--- config.mk ---
export PLATFORM = sky130hd
export DESIGN_NAME = shift_arbiter_flat
export DESIGN_NICKNAME = d
export VERILOG_FILES = /design/src/rtl/shift_arbiter_pkg.sv /design/src/rtl/shift_arbiter_if.sv /design/src/rtl/shift_arbiter_shifter.sv /design/src/rtl/shift_arbiter.sv /design/src/flat_wrapper.sv
export SDC_FILE = /design/constraint.sdc
export NUM_CORES = 1
export LEC_CHECK = 0
export ABC_AREA = 1
export CORE_MARGIN = 2
export CORE_UTILIZATION = 49
export DETAILED_ROUTE_END_ITERATION = 12
export MAX_ROUTING_LAYER = met4
export PLACE_DENSITY = 0.89
export SLEW_MARGIN = 20
export SYNTH_ARGS = -nofsm -noshare
export SYNTH_HDL_FRONTEND = slang
export SYNTH_SLANG_ARGS = --single-unit
--- constraint.sdc ---
create_clock -name clk -period 2.1 [get_ports clk]
set_input_delay 0.42 -clock clk [delete_from_list [all_inputs] [get_ports clk]]
set_output_delay 0.42 -clock clk [all_outputs]
set_load 0.02 [all_outputs]
--- src/rtl/shift_arbiter_pkg.sv ---
`default_nettype none
// ============================================================================
// Module   : shift_arbiter_pkg
// Brief    : Op encodings and result-register state encoding for shift_arbiter
// Revision : 1.0  initial release
// ============================================================================
package shift_arbiter_pkg;

    localparam logic [1:0] OP_PASS = 2'b00;
    localparam logic [1:0] OP_SLL  = 2'b01;
    localparam logic [1:0] OP_SRA  = 2'b10;
    localparam logic [1:0] OP_SRL  = 2'b11;

    typedef enum logic [0:0] {
        ST_EMPTY = 1'b0,
        ST_FULL  = 1'b1
    } state_t;

endpackage
`default_nettype wire

--- src/rtl/shift_arbiter_if.sv ---
`default_nettype none
// ============================================================================
// Module   : shift_arbiter_if
// Brief    : Two requester channels plus one response channel
// Revision : 1.0  initial release
// ============================================================================
interface shift_arbiter_if;

    logic        req0_valid;
    logic        req0_ready;
    logic [31:0] req0_a;
    logic [4:0]  req0_b;
    logic [1:0]  req0_op;

    logic        req1_valid;
    logic        req1_ready;
    logic [31:0] req1_a;
    logic [4:0]  req1_b;
    logic [1:0]  req1_op;

    logic        rsp_valid;
    logic        rsp_ready;
    logic [31:0] rsp_data;
    logic        rsp_id;

    modport master (
        output req0_valid, req0_a, req0_b, req0_op,
        output req1_valid, req1_a, req1_b, req1_op,
        output rsp_ready,
        input  req0_ready, req1_ready, rsp_valid, rsp_data, rsp_id
    );

    modport slave (
        input  req0_valid, req0_a, req0_b, req0_op,
        input  req1_valid, req1_a, req1_b, req1_op,
        input  rsp_ready,
        output req0_ready, req1_ready, rsp_valid, rsp_data, rsp_id
    );

endinterface
`default_nettype wire

--- src/rtl/shift_arbiter_shifter.sv ---
`default_nettype none
// ============================================================================
// Module   : shift_arbiter_shifter
// Brief    : Combinational 32-bit barrel shifter, control {ctl1,ctl0}
// Revision : 1.0  initial release
// ============================================================================
module shift_arbiter_shifter
    import shift_arbiter_pkg::*;
(
    input  wire logic [31:0] i_a,
    input  wire logic [4:0]  i_b,
    input  wire logic        i_ctl0,
    input  wire logic        i_ctl1,
    output logic      [31:0] o_y
);

    always_comb begin
        o_y = i_a;
        case ({i_ctl1, i_ctl0})
            OP_SLL:  o_y = i_a << i_b;
            OP_SRA:  o_y = $signed(i_a) >>> i_b;
            OP_SRL:  o_y = i_a >> i_b;
            default: o_y = i_a;
        endcase
    end

endmodule
`default_nettype wire

--- src/rtl/shift_arbiter.sv ---
`default_nettype none
// ============================================================================
// Module   : shift_arbiter
// Brief    : Round-robin arbiter feeding one shifter into a single result register
// Revision : 1.0  initial release
// ============================================================================
module shift_arbiter
    import shift_arbiter_pkg::*;
#(
    parameter bit RR_INIT = 1'b0
) (
    input  wire logic     clk,
    input  wire logic     reset,
    shift_arbiter_if.slave bus
);

    state_t      r_state;
    logic        r_prio;
    logic [31:0] r_data;
    logic        r_id;

    logic        w_can_accept;
    logic        w_grant0;
    logic        w_grant1;
    logic        w_grant;
    logic [31:0] w_a;
    logic [4:0]  w_b;
    logic [1:0]  w_op;
    logic [4:0]  w_sh_b;
    logic        w_ctl0;
    logic        w_ctl1;
    logic [31:0] w_y;

    // Gated by reset so no requester sees ready while the block is held in reset.
    assign w_can_accept = !reset && ((r_state == ST_EMPTY) || bus.rsp_ready);
    assign w_grant0     = w_can_accept && bus.req0_valid && (!bus.req1_valid || !r_prio);
    assign w_grant1     = w_can_accept && bus.req1_valid && (!bus.req0_valid ||  r_prio);
    assign w_grant      = w_grant0 || w_grant1;

    assign w_a  = w_grant1 ? bus.req1_a  : bus.req0_a;
    assign w_b  = w_grant1 ? bus.req1_b  : bus.req0_b;
    assign w_op = w_grant1 ? bus.req1_op : bus.req0_op;

    // Pass is realised as a zero-distance left shift.
    assign w_sh_b = (w_op == OP_PASS) ? 5'd0 : w_b;
    assign w_ctl0 = (w_op == OP_PASS) ? 1'b1 : w_op[0];
    assign w_ctl1 = (w_op == OP_PASS) ? 1'b0 : w_op[1];

    shift_arbiter_shifter u_shifter (
        .i_a    (w_a),
        .i_b    (w_sh_b),
        .i_ctl0 (w_ctl0),
        .i_ctl1 (w_ctl1),
        .o_y    (w_y)
    );

    always_ff @(posedge clk or posedge reset) begin
        if (reset) begin
            r_state <= ST_EMPTY;
            r_prio  <= RR_INIT;
            r_data  <= '0;
            r_id    <= 1'b0;
        end else if (w_grant) begin
            r_state <= ST_FULL;
            r_data  <= w_y;
            r_id    <= w_grant1;
            r_prio  <= ~w_grant1;
        end else if ((r_state == ST_FULL) && bus.rsp_ready) begin
            r_state <= ST_EMPTY;
        end
    end

    assign bus.req0_ready = w_grant0;
    assign bus.req1_ready = w_grant1;
    assign bus.rsp_valid  = (r_state == ST_FULL);
    assign bus.rsp_data   = r_data;
    assign bus.rsp_id     = r_id;

endmodule
`default_nettype wire
--- src/flat_wrapper.sv ---
// flat-port wrapper written by rule: the top's interface ports become plain ports
module shift_arbiter_flat import shift_arbiter_pkg::*;
#(
    parameter bit RR_INIT = 1'b0
)
  (clk, reset, bus_req0_valid, bus_req0_a, bus_req0_b, bus_req0_op, bus_req1_valid, bus_req1_a, bus_req1_b, bus_req1_op, bus_rsp_ready, bus_req0_ready, bus_req1_ready, bus_rsp_valid, bus_rsp_data, bus_rsp_id);
  shift_arbiter_if bus_i ();
  input  wire logic clk;
  input  wire logic reset;
  input wire logic [$bits(bus_i.req0_valid)-1:0] bus_req0_valid;
  input wire logic [$bits(bus_i.req0_a)-1:0] bus_req0_a;
  input wire logic [$bits(bus_i.req0_b)-1:0] bus_req0_b;
  input wire logic [$bits(bus_i.req0_op)-1:0] bus_req0_op;
  input wire logic [$bits(bus_i.req1_valid)-1:0] bus_req1_valid;
  input wire logic [$bits(bus_i.req1_a)-1:0] bus_req1_a;
  input wire logic [$bits(bus_i.req1_b)-1:0] bus_req1_b;
  input wire logic [$bits(bus_i.req1_op)-1:0] bus_req1_op;
  input wire logic [$bits(bus_i.rsp_ready)-1:0] bus_rsp_ready;
  output wire logic [$bits(bus_i.req0_ready)-1:0] bus_req0_ready;
  output wire logic [$bits(bus_i.req1_ready)-1:0] bus_req1_ready;
  output wire logic [$bits(bus_i.rsp_valid)-1:0] bus_rsp_valid;
  output wire logic [$bits(bus_i.rsp_data)-1:0] bus_rsp_data;
  output wire logic [$bits(bus_i.rsp_id)-1:0] bus_rsp_id;
  assign bus_i.req0_valid = bus_req0_valid;
  assign bus_i.req0_a = bus_req0_a;
  assign bus_i.req0_b = bus_req0_b;
  assign bus_i.req0_op = bus_req0_op;
  assign bus_i.req1_valid = bus_req1_valid;
  assign bus_i.req1_a = bus_req1_a;
  assign bus_i.req1_b = bus_req1_b;
  assign bus_i.req1_op = bus_req1_op;
  assign bus_i.rsp_ready = bus_rsp_ready;
  assign bus_req0_ready = bus_i.req0_ready;
  assign bus_req1_ready = bus_i.req1_ready;
  assign bus_rsp_valid = bus_i.rsp_valid;
  assign bus_rsp_data = bus_i.rsp_data;
  assign bus_rsp_id = bus_i.rsp_id;
  shift_arbiter #(.RR_INIT(RR_INIT)) u_core (.clk(clk), .reset(reset), .bus(bus_i));
endmodule
==> qor.yml, run 1 <==
synth_edf_count: 0
die_w_um: 114.3
hp-class: "reg2reg"
synth.avg_cell_area_um2: 5.367
setup_violations: 33
syn_area_mm2: 0.005963
cts_num_sinks: 35
root_buffer: "clkbuf_16"
cpLargestDelayFamily: "simple AND/OR/NAND/NOR gates"
synth_cells: 1111
cts.htree.levels: 2
yosys.area.top_type: "nand3_1"
clk_path_buf_depth: 2
crit_buf_inv: 6
rsz0062_at_grt: "yes"
synth_cell_types: 35
grt_usage_pct: 48.35
grt_pass1_vias: 9045
placed_cell_area_mm2: 0.007995
end_kind: "register"
ys_seq_area_share_pct: 14.69
final_antenna_net_count: 0
grt_start_max_net_pins: 39
drt_wl_total_mm: 33.26
slowest_stage: "dlygate4sd2_1"
setup_slack_ns: -0.6569
stdcell_count: 1471
firstDrtPassIters: 7
synth_seq_cells: 35
clock_latency_ns: 0.28
hold_path.startpoint: "u_core.bus.rsp_data[12]$_DFFE_PP0P_"
ir_drop_v: 0.0006823
globalRouteOverflowTotal: 0
yosysMostFrequentCell: "nand2_1"
synth_nets: 1194
finalMaxSlewViolations: 0
synth_common_cells: "nand2_1 (382), nand3_1 (331), inv_1 (83), nor2_1 (47), buf_2 (39)"
outcome: "finished with violations"
crit_fanout: 8
timing.final.crit_share_pct: 131.3
relSlewSlack_pct: 68.21
io-pin-count: 119
placedCellCount: 1417
power_density_mw_per_mm2: 805.7
start_kind: "input port"
drt_iter0_drc: 2017
cp.arrival_ns: 2.93
io_buffers: 118
numCtsBuffers: 5
dr_total_vias: 9744
synthToLayoutAreaGrowth_pct: 67.12
worst_pin_slew_ns: 0.4769
yosysWarnings: 0
gp_congestion: 1.070
period_minus_slack_ns: 2.757
die_h_um: 114.3
grt_pass1_wl_mm: 47.78
max_stage_delay_ns: 0.30
p_leak_nw: 4.929
drc_errors: 0
die_area_mm2: 0.01307
netlist_top_cells_area: "nand3_1 (28%), nand2_1 (24%), dfrtp_1 (15%), inv_1 (5.2%), o21ai_2 (3.5%)"
drive_gt1_share_pct: 34.67
start_util_pct: 49.85
viasPerCell: 6.624
fin_util_pct: 83.32
violations: "negative setup slack"
dp_hpwl_mm: 20.52
skew_ns: 0.003910
post-place-ws_ns: -1.021
reg2reg_from: "u_core.bus.rsp_valid$_DFFE_PP0P_"
max_freq_ghz: 0.3627
synth_flop_cell: "dfrtp_1"
cts_tree: "done"
final_nets: 1407
totalNegativeSetupSlack_ns: -16.73
yosysTopAreaCellShare_pct: 27.78
path_class: "in2reg"
async_flop_share_pct: 100.0
startpoint: "reset"
worstPathRequired_ns: 2.27
stdcell_area_mm2: 0.009966
rows: 40
clkTransAtPathRegs_ns: 0.05
hold_buffers: 0
core_area_mm2: 0.01196
antenna_found_initial: 0
cap_violations: 0
hold_viol_final: 0
diodes: 0
worstPathCellList: "dlygate4sd2_1 -> a21oi_4 -> nand2_4 -> buf_6 -> clkinv_4 -> nand2_4 -> nand2_8 -> buf_12 -> buf_12 -> nand3_4 -> nand3_2 -> nand3_1 -> nand2_2 -> o21ai_1 -> o21ai_1 -> inv_1 -> nor2_1 -> nor2_1"
detail_route.wl_per_cell_um: 22.61
-- per-layer routing --
layer	global-route usage, %	share of wire (%)	vias to the layer above
li1	-	-	4115
met1	59.23	35	4287
met2	74.01	42	1020
met3	11.17	14	322
met4	25.69	8.9	0
met5	-	0	-
-- layout by cell type, fill, tap and decap left out, types with 3 or more instances in the layout --
master and n:
a21oi_1 21, a21oi_2 6, buf_12 20, buf_16 10, buf_4 114, buf_6 8
clkbuf_16 6, clkdlybuf4s50_1 112, dfrtp_1 34, dlygate4sd2_1 4, inv_1 78, inv_2 10
nand2_1 305, nand2_2 70, nand2_4 15, nand2_8 10, nand3_1 213, nand3_2 111
nand3_4 16, nand3b_1 3, nand4_1 3, nor2_1 45, nor2_2 4, o211ai_1 8
o21ai_0 7, o21ai_1 25, o21ai_2 34, o21ai_4 6, or2_2 6
-- state kept, by name (all words and copies together), names as in the netlist --
| signal | count |
|---|---|
| u_core.bus.rsp_data | 32 |
| u_core.bus.rsp_id | 1 |
| u_core.bus.rsp_valid | 1 |
| u_core.r_prio | 1 |
-- tightest hold or removal path, stage by stage, from the launching register on --
cell and delay [ns]:
dfrtp_1 0.34, nand2_1 0.06, nand2_1 0.05
-- where the power goes --
part	internal (mW)	switching [mW]	total [mW]
Combinational	2.41	3.73	6.15
Clock	0.463	0.288	0.752
Sequential	0.954	0.178	1.13
Total	3.83	4.20	8.03
-- kinds of logic after synthesis --
family	Yosys count	share of synthesized area, %
compound gates	113	11.81
buf+inv	163	13.16
flops	35	14.69
simple gates	800	60.34
-- per-stage QoR --
| step | power (mW) | hold WS, ns |
|---|---|---|
| after floorplan | 3.925 | 0.5365 |
| after global placement | 5.841 | 0.4623 |
| after detailed placement | 5.890 | 0.4715 |
| after CTS | 7.343 | 0.4854 |
| after global routing | 8.373 | 0.4962 |
| final | 8.029 | 0.4831 |
-- area by class of cell --
cell class	count	area (um2)
Clock buffer	6	138.9
Clock inverter	1	5.005
Fill cell	755	1996
Inverter	93	369.1
Multi-Input combinational cell	916	5532
Sequential cell	35	877.1
Tap cell	147	183.9
Timing Repair Buffer	273	2860
-- worst paths after layout --
check,endpoint,slack (ns),cells after the start
setup reg to reg,u_core.bus.rsp_data[25]$_DFFE_PP0P_,-0.65,17
max in group asynchronous,u_core.bus.rsp_valid$_DFFE_PP0P_,1.12,4
setup / recovery,u_core.bus.rsp_data[25]$_DFFE_PP0P_,-0.66,18
hold / removal,u_core.bus.rsp_data[12]$_DFFE_PP0P_,0.48,2
min in group asynchronous,u_core.bus.rsp_id$_DFFE_PP0P_,0.63,4
hold reg to reg,u_core.bus.rsp_data[12]$_DFFE_PP0P_,0.48,2
-- what timing repair did --
item,4_1_cts,5_1_grt
gates resized for setup,205,97
pin swaps,52,16
cloned,11,1
buffers inserted,27,8
setup endpoints to repair,34,34
(Power assumes the default switching activity.)
==> run 2, diff against run 1 <==
SLEW_MARGIN = 10   (was 20)
==> results of run 2 <==
The final DEF is identical to that of run 1; final timing and power are the same.
